## src/rtl/time_display_scanner.sv

```systemverilog
// time_display_scanner: multiplexes a BCD mm:ss snapshot onto a 4-digit active-low
// seven-segment display with leading-zero blanking, colon dp and freeze blinking.
module time_display_scanner #(
    parameter int SCAN_DIV  = 100000,
    parameter int BLINK_DIV = 50000000
) (
    input  logic        clk,
    input  logic        rst_n,
    input  logic [15:0] time_spent,
    input  logic        freeze,
    output logic [3:0]  an,
    output logic [6:0]  seg,
    output logic        dp
);
    localparam int CW = SCAN_DIV > 1 ? $clog2(SCAN_DIV) : 1;
    localparam int BW = BLINK_DIV > 1 ? $clog2(BLINK_DIV) : 1;

    logic [CW-1:0] cnt;
    logic [BW-1:0] bcnt;
    logic [1:0]    idx, idx_n;
    logic [15:0]   snap, snap_n;
    logic [3:0]    nib;
    logic          phase, phase_n, tick, bterm, blank;

    function automatic logic [6:0] seg7(input logic [3:0] d);
        case (d)
            4'd0:    seg7 = 7'b1000000;
            4'd1:    seg7 = 7'b1111001;
            4'd2:    seg7 = 7'b0100100;
            4'd3:    seg7 = 7'b0110000;
            4'd4:    seg7 = 7'b0011001;
            4'd5:    seg7 = 7'b0010010;
            4'd6:    seg7 = 7'b0000010;
            4'd7:    seg7 = 7'b1111000;
            4'd8:    seg7 = 7'b0000000;
            4'd9:    seg7 = 7'b0010000;
            default: seg7 = 7'b0111111;
        endcase
    endfunction

    // Outputs are registered from next-state values, so they only move on tick
    // or phase edges, and digit 0 decodes straight from the freshly captured word.
    assign tick    = cnt == CW'(SCAN_DIV - 1);
    assign bterm   = bcnt == BW'(BLINK_DIV - 1);
    assign idx_n   = tick ? idx + 2'd1 : idx;
    assign snap_n  = (tick && idx == 2'd3) ? time_spent : snap;
    assign phase_n = freeze ? phase ^ bterm : 1'b1;
    assign nib     = snap_n[4*idx_n +: 4];
    assign blank   = idx_n == 2'd3 && nib == 4'd0;

    always_ff @(posedge clk or negedge rst_n) begin
        if (!rst_n) begin
            cnt   <= '0;
            bcnt  <= '0;
            idx   <= 2'd3;
            snap  <= '0;
            phase <= 1'b1;
            an    <= 4'hF;
            seg   <= 7'h7F;
            dp    <= 1'b1;
        end else begin
            cnt   <= tick ? '0 : cnt + 1'b1;
            bcnt  <= (!freeze || bterm) ? '0 : bcnt + 1'b1;
            idx   <= idx_n;
            snap  <= snap_n;
            phase <= phase_n;
            an    <= (!phase_n || blank) ? 4'hF : ~(4'b0001 << idx_n);
            seg   <= blank ? 7'h7F : seg7(nib);
            dp    <= idx_n != 2'd2;
        end
    end
endmodule
```

## config.mk

```make
export PLATFORM = sky130hd
export DESIGN_NAME = time_display_scanner
export DESIGN_NICKNAME = d
export VERILOG_FILES = /design/src/rtl/time_display_scanner.sv
export SDC_FILE = /design/constraint.sdc
export NUM_CORES = 1
export LEC_CHECK = 0
export ABC_AREA = 1
export ABC_CLOCK_PERIOD_IN_PS = 3300
export CAP_MARGIN = 20
export CORE_ASPECT_RATIO = 1.2
export CORE_MARGIN = 2
export CORE_UTILIZATION = 52
export CTS_BUF_LIST = sky130_fd_sc_hd__clkbuf_4
export DETAILED_ROUTE_END_ITERATION = 6
export PLACE_DENSITY = 0.7
export SYNTH_ARGS = -nofsm -noshare
export SYNTH_HDL_FRONTEND = slang
export SYNTH_SLANG_ARGS = --single-unit
```

## constraint.sdc

```tcl
create_clock -name clk -period 3.3 [get_ports clk]
set_input_delay 0.66 -clock clk [delete_from_list [all_inputs] [get_ports clk]]
set_output_delay 0.66 -clock clk [all_outputs]
set_load 0.005 [all_outputs]
```

# [Yosys cells after proc, flatten, opt, wreduce, memory -nomap -nowiden]
# Memories as Yosys holds them, arrays and structs flattened.
# Index checks and enable logic that the tools add are counted.
# W data, S select, Z words.
[word_totals] ff_bits=74 mem_bits_ro=112 n_memories=1 inputBits=19
[memory_table] memory="(name not given)" depth=16 width=7 rd=1 rd_ports_with_merged_regs=0 write_ports=0 line_no="26" source="case (d)"
[op_classes] eq_ne=5 n_bitwise=2 shift=2 n_reduce_logical=7 mux=7 addsub=3
[ops] cell="$add A26 B1 Y26 const B" count=1
[ops] cell="$eq A26 B26 Y1 const B" count=1
[ops] cell="$mux W26" count=1
[ops] cell="$add A17 B1 Y17 const B" count=1
[ops] cell="$eq A17 B17 Y1 const B" count=1
[ops] cell="$mux W17" count=1
[ops] cell="$mux W16" count=1
[ops] cell="$shiftx A16 B5 Y4" count=1
[ops] cell="$mux W7" count=1
[ops] cell="$eq A2 B2 Y1 const B" count=2
[ops] cell="$logic_not A4 Y1" count=1
[ops] cell="$mux W4" count=1
[ops] cell="$not A4 Y4" count=1
[ops] cell="$shl A1 B2 Y4 const A" count=1
[ops] cell="$add A2 B1 Y2 const B" count=1
[ops] cell="$logic_and A1 B1 Y1" count=2
[ops] cell="$logic_not A1 Y1" count=2
[ops] cell="$logic_or A1 B1 Y1" count=2
[ops] cell="$mux W2" count=1
[ops] cell="$ne A2 B2 Y1 const B" count=1
[ops] cell="$mux W1" count=1
[ops] cell="$xor A1 B1 Y1" count=1

# [Depth between registers and ports, before layout]
# Gate-level depths: netlist of the first run.
[depth] ltp_word=8 depth_mapped=19

# [Worst setup path before layout of the first run]
# Ideal clock, no wire load.
[synth_timing] kind="register to register" start="register cnt[0]" end="register seg[3]" synth_period_minus_slack_ns=2.360 required_time_ns=3.238 setup_time_ns=0.062 arrival_ns=2.299 stages_incl_launch_ff=17 path_slack_ns=0.940 cell_sequence="dfrtp_1 > ha_1 > nand3_4 > nor3_4 > nand3_2 > buf_6 > nand2_1 > nand2_1 > nand2_1 > nand2_1 > nor2_1 > ha_1 > inv_1 > nor2_1 > nand3_2 > buf_6 > nand3_2"
[synth_between] elab_chain_len=7 elab_cells_between_ends=10
[synth_lines] item="from (decl)" line_no="18" source="logic [CW-1:0] cnt;"
[synth_lines] item="from (signal assigned)" line_no="62" source="cnt <= tick ? '0 : cnt + 1'b1;"
[synth_lines] item="$eq A17 B17 Y1 *" line_no="43" source="assign tick = cnt == CW'(SCAN_DIV - 1);"
[synth_lines] item="$logic_and A1 B1 Y1 *" line_no="46" source="assign snap_n = (tick && idx == 2'd3) ? time_spent : snap;"
[synth_lines] item="$mux W16 *" line_no="46"
[synth_lines] item="via snap_n[0]" line_no="21" source="logic [15:0] snap, snap_n;"
[synth_lines] item="$shiftx A16 B5 Y4 *" line_no="48" source="assign nib = snap_n[4*idx_n +: 4];"
[synth_lines] item="branches (longest 2 deep; another with $mem_v2 Z16 W7)"
[synth_lines] item="$mux W7 *" line_no="68" source="seg <= blank ? 7'h7F : seg7(nib);"
[synth_lines] item="to (signal assigned)" line_no="68"
[synth_lines] item="to (decl)" line_no="12" source="output logic [6:0] seg,"
# Mark *: on every way through the listed nets, which the timed path passes.

# [Final worst setup path of the first run]
[layout_timing] start="register cnt[0]" end="register seg[0]"
# The elaborated chain is that of the path after synthesis.

==> results of run 1 <==
==> critical path: stages, from the launching register on <==
cell and delay [ns]:
dfrtp_1 0.39, ha_1 0.26, nand3_4 0.16, nor3_4 0.25
nand3_2 0.30, nand2_1 0.15, nand2_1 0.08, nand2_1 0.07
nand2_1 0.05, nor2_1 0.28, ha_1 0.20, inv_1 0.04
nor2_1 0.12, nand3_2 0.29, nand3_1 0.19
==> flip-flops by register name, indices dropped and copies added (netlist names) <==
name / flops
an: 4
bcnt: 26
cnt: 17
dp: 1
idx: 2
phase: 1
seg: 7
snap: 16
==> layout make-up <==
class,count,area (sq um)
fill,702,3040
sequential,74,1871
multi-input combinational,350,1833
timing repair buffer,31,305.3
inverter,72,270.3
tap,92,115.1
clock buffer,10,75.07
clock inverter,6,66.31
==> metal layers <==
metal,global-route usage,up-vias,wire length (um),share of wire
met5,0,-,0,0
met4,0.1092,0,152,0.019
met3,0.02796,11,244,0.031
met2,0.3700,53,4186,0.52
met1,0.2485,1522,3405,0.43
li1,-,1691,-,-
==> synth_stat cells <==
cell type / count
inv_1: 67
inv_2: 5
nor2_1: 58
nor3_2: 1
nand3b_1: 1
nand4_1: 16
a21o_1: 1
nand3_2: 12
nor2_2: 6
nor3b_1: 1
dfrtp_1: 59
xor2_1: 3
dfstp_2: 15
a31oi_1: 4
nor4_1: 3
clkbuf_1: 2
nor3_1: 20
buf_6: 3
nand2_4: 3
ha_1: 9
nand3_4: 2
o21ai_0: 15
nand2_2: 14
nor2_4: 5
nor3_4: 2
o211ai_1: 1
a211oi_1: 2
a21oi_1: 17
nand3_1: 26
buf_2: 1
o21a_1: 1
nand2_1: 127
==> where the power goes <==
part           leakage (nW)  switching (mW)  internal [mW]
registers             0.897         0.00186          0.911
logic                  1.09          0.0295         0.0229
clock network        0.0690           0.332          0.240
==> worst max path at each step <==
stage,to,slack (ns),cells past startpoint
floorplan,seg[3],0.94,16
global placement,seg[0],0.55,14
detailed placement,seg[0],0.38,14
CTS,seg[0],0.36,14
global route,seg[0],0.07,14
finish,seg[0],0.41,14
==> logic make-up after synthesis <==
family                   share of synthesized area
AO/OA/AOI/OAI                              0.05540
XOR/XNOR                                  0.006537
adder cells (fa/ha/maj)                    0.02801
buffers and inverters                      0.07874
flip-flops                                  0.4653
AND/OR/NAND/NOR                             0.3660
==> impl_results.md, run 1 <==
- Vias per cell: 5.161
- Initial antenna violation count: 0
- Period minus WS final: 2.893 ns
- Avg Cell Area, Syn: 8.008 sq um
- PostCTS Resize Cnt: 0
- Distinct cells, synth: 32
- Flop2flop setup slack: 0.41 ns
- PortBufs: 30
- ANT nets after route: 0
- RSZ-0062 raised after global routing: false
- WL/cell: 12.58 um
- Final std cells w/o fill: 635
- Placed Cells: 619
- RR Endpoint: seg[0]
- Worst r2r path cells: 14
- Max_cap viols: 0
- Synth Cell Area: 0.004020 sq mm
- PD cells: 338.8 mW/mm^2
- DIE WIDTH: 84.27 um
- Setup WS pre-CTS: 0.3844 ns
- Vias in the first global route: 3262
- Iter 0 DRT Violations: 192
- Status: completed
- Top cell type's share of synthesized area: 0.3673
- First-pass GRT wire length: 14.17 mm
- GPL Wtd Cong: 0.8595
- GRT Resource Usage Total: 0.2094
- CTS tree: done
- GRT overflow: 0
- Worst-path clk slew: 0.13 ns
- Setup Total Neg Slack: 0 ns
- Highest Clock Rate: 345.7 MHz
- Die Footprint: 0.008453 sq mm
- Final Max Slew Viols: 0
- Worst reg2reg path startpoint: cnt[0]
- Max VDD drop: 0.0002968 V
- Chip height: 100.3 um
- Max Fanout on Critical Path: 13
- Most frequent cells in the layout: nand2_1 (127), inv_1 (67), dfrtp_1 (59), nor2_1 (58), clkdlybuf4s50_1 (29)
- Via count: 3277
- Core Util, Final: 0.5987
- Htree depth: 3
- Hold_ws: 0.3491 ns
- Worst Skew: 0.01153 ns
- Worst Path Required: 3.66 ns
- Most common cell after layout, fill and taps aside: nand2_1
- Endpoints failing setup: 0
- Root buffer cell: clkbuf_4
- WP data arrival: 3.25 ns
- Critical path origin: cnt[0]
- DRC: 0
- Cell Area, Placed: 0.004394 sq mm
- Fin nets: 566
- Cells after Synth: 502
- Synth-to-layout area growth: 12.82%
- Design area: 0.004536 sq mm
- CORE AREA: 0.007576 sq mm
- Post-CTS setup buffers: 0
- Power consumption: 1.537 mW
- Ys Warns: 0
- CP Class: reg -> reg
- FF+latch count, synth: 74
- Num rows: 35
- Max clock buf depth: 2
- CTS Hold Buffers Added: 0
- Initial Utilization: 0.5306
- Worst slew pin tran: 0.9085 ns
- Clk_lat worst skew: 0.41 ns
- Largest net degree at the start of global routing: 75
- Final hold viol count: 0
- Startpoint types: register
- Top-Level Pins: 31
- DRT Pass-1 Iters: 4
- Register area share after synthesis: 0.4653
- Period utilization: 0.8767
- Layout cells sized above 1: 0.1529
- Clock sink total: 74
- Post-synth top area cell: dfrtp_1
- Slew Limit Headroom: 0.3943
- Hold Path Class: in -> async
- # diodes: 0
- Net Count, Synth: 530
- Post-Route WL: 7.988 mm
- Pleak: 2.059 nW
- Worst setup EP type: register
- Post-DP HPWL: 5.952 mm
- Largest cells by area after synthesis: dfrtp_1 (37%), nand2_1 (12%), dfstp_2 (9.8%), inv_1 (6.3%), nor2_1 (5.4%)
- Final worst setup slack: 0.4070 ns
- CTS buffer count: 9
No activity file was read; power rests on OpenSTA's default activity.
==> run 2, diff against run 1 <==
ABC_CLOCK_PERIOD_IN_PS = 3200   (was 3300)
SLEW_MARGIN = 0   (was unset)
clock period = 3.2 ns   (was 3.3 ns; I/O delays follow)
==> run 2 against run 1 <==
Against the previous run:
- clock skew up 0.011 ns
- non-clock buffer count is the same
- global-route usage up 0.10 points
- sequential power is 3.2% higher
- worst setup slack got worse by 0.10 ns
- fmax about the same
- routed wire length is 0.96% higher
- core utilization shrank 0.18 points
- clock-buffer cell count down 1
- register-to-register slack worse by 0.10 ns
- worst hold slack got worse by 0.039 ns
- sequential cell count is the same
- critical path type unchanged
- critical endpoint unchanged
- largest cell class unchanged
- highest routed layer unchanged
==> impl_results.md, run 2 (same netlist as run 1, synthesis figures left out) <==
- Pleak: 2.051 nW
- Register Area: 0.001871 sq mm
- Hold_ws: 0.3100 ns
- Htree depth: 3
- Period minus WS final: 2.894 ns
- CTS Hold Buffers Added: 0
- Largest register FFs: 26
- Post-DP HPWL: 5.982 mm
- Worst Path Required: 3.58 ns
- Endpoints failing setup: 0
- Layout cells sized above 1: 0.1529
- Clk_lat worst skew: 0.43 ns
- Worst-path clk slew: 0.15 ns
- Worst slew pin tran: 0.9320 ns
- Setup WS pre-CTS: 0.3095 ns
- Final worst setup slack: 0.3060 ns
- Int Pwr: 1.134 mW
- Power consumption: 1.534 mW
- WL/cell: 12.70 um
- Period utilization: 0.9044
- DRT Pass-1 Iters: 5
- CP Class: reg -> reg
- Max Fanout on Critical Path: 13
- DIE WIDTH: 84.27 um
- Biggest regs: bcnt (26), cnt (17), snap (16)
- Share of power burned in registers: 0.613
- Highest Clock Rate: 345.5 MHz
- Clock network power share: 0.351
- Placed Cells: 619
- CTS tree: done
- Iter 0 DRT Violations: 192
- Setup Total Neg Slack: 0 ns
- Post-CTS setup buffers: 0
- PostCTS Resize Cnt: 0
- Reg with most FFs: bcnt
- First-pass GRT wire length: 14.23 mm
- GRT Resource Usage Total: 0.2105
- Synth-to-layout area growth: 12.48%
- Design area: 0.004522 sq mm
- Die Footprint: 0.008453 sq mm
- Num rows: 35
- Clock sink total: 74
- Vias per cell: 5.135
- Vias in the first global route: 3230
- Post-Route WL: 8.065 mm
- Final hold viol count: 0
- Top-Level Pins: 31
- PD cells: 339.3 mW/mm^2
- Fin nets: 566
- Fillers: 702
- Status: completed
- Initial antenna violation count: 0
- Worst Skew: 0.02263 ns
- DRC: 0
- Net Switching: 0.4007 mW
- PortBufs: 30
- Core Util, Final: 0.5969
- Startpoint types: register
- Cell Area, Placed: 0.004394 sq mm
- Switching part of the total: 0.2612
- WP data arrival: 3.27 ns
- Chip height: 100.3 um
- # diodes: 0
- Slew Limit Headroom: 0.3787
- Initial Utilization: 0.5306
- Hold Path Class: in -> async
- CTS buffer count: 9
- Most frequent cells in the layout: nand2_1 (127), inv_1 (67), dfrtp_1 (59), nor2_1 (58), clkdlybuf4s50_1 (29)
- Max clock buf depth: 2
- ANT nets after route: 0
- Final Max Slew Viols: 0
- Via count: 3261
- Max_cap viols: 0
- Worst setup EP type: register
- CORE AREA: 0.007576 sq mm
- GRT overflow: 0
- Multi-input logic area: 0.001833 sq mm
- Most common cell after layout, fill and taps aside: nand2_1
- Largest net degree at the start of global routing: 75
- GPL Wtd Cong: 0.8607
- Share of total power in combinational logic: 0.035
- Final std cells w/o fill: 635
- RSZ-0062 raised after global routing: false
- Max VDD drop: 0.0002150 V
- Root buffer cell: clkbuf_4
## run 2: cell types whose count changed in the layout (fill, tap and decap cells not counted), sizes merged
cell,change
inv,+2
bufinv,-1
clkbuf,-1
## run 2: power groups by stage
stage,Combinational (mW),Sequential (mW),Clock [mW]
after global placement,0.0556,0.958,0
after detailed placement,0.0564,0.958,0
after CTS,0.0565,0.941,0.562
final,0.0542,0.941,0.539
after floorplan,0.0117,0.958,0
after global routing,0.0623,0.942,0.600
## run 2: cell type report
| type | count | area share |
|---|---|---|
| Timing Repair Buffer | 31 | 0.06752 |
| Sequential cell | 74 | 0.4137 |
| Multi-Input combinational cell | 350 | 0.4054 |
| Inverter | 72 | 0.05977 |
| Clock inverter | 7 | 0.01328 |
| Tap cell | 92 | 0.02546 |
| Clock buffer | 9 | 0.01494 |
## run 2: final timing paths
check                      slack, ns  startpoint       to  cells after the start
max                             0.31      cnt[0]   seg[0]                     14
min                             0.31       rst_n  bcnt[5]                      1
max reg2reg                     0.31      cnt[0]   seg[0]                     14
min reg2reg                     0.47      cnt[0]   cnt[0]                      1
max in group asynchronous       2.25       rst_n  cnt[15]                      1
min in group clk                0.47      cnt[0]   cnt[0]                      1
## run 2: worst max-delay path: stages (launching register included)
cell and delay [ns]:
dfrtp_1 0.39, ha_1 0.26, nand3_4 0.16, nor3_4 0.25, nand3_2 0.29, nand2_1 0.16
nand2_1 0.09, nand2_1 0.07, nand2_1 0.05, nor2_1 0.27, ha_1 0.20, inv_1 0.05
nor2_1 0.13, nand3_2 0.30, nand3_1 0.20
## run 2: metal layers
metal  vias to the layer above  wire length, um  GRT usage
met4                         0               63     0.1005
met1                      1538             3524     0.2483
met2                        37             4271     0.3761
met3                         7              206    0.03043
met5                         -                0          0
li1                       1679                -          -
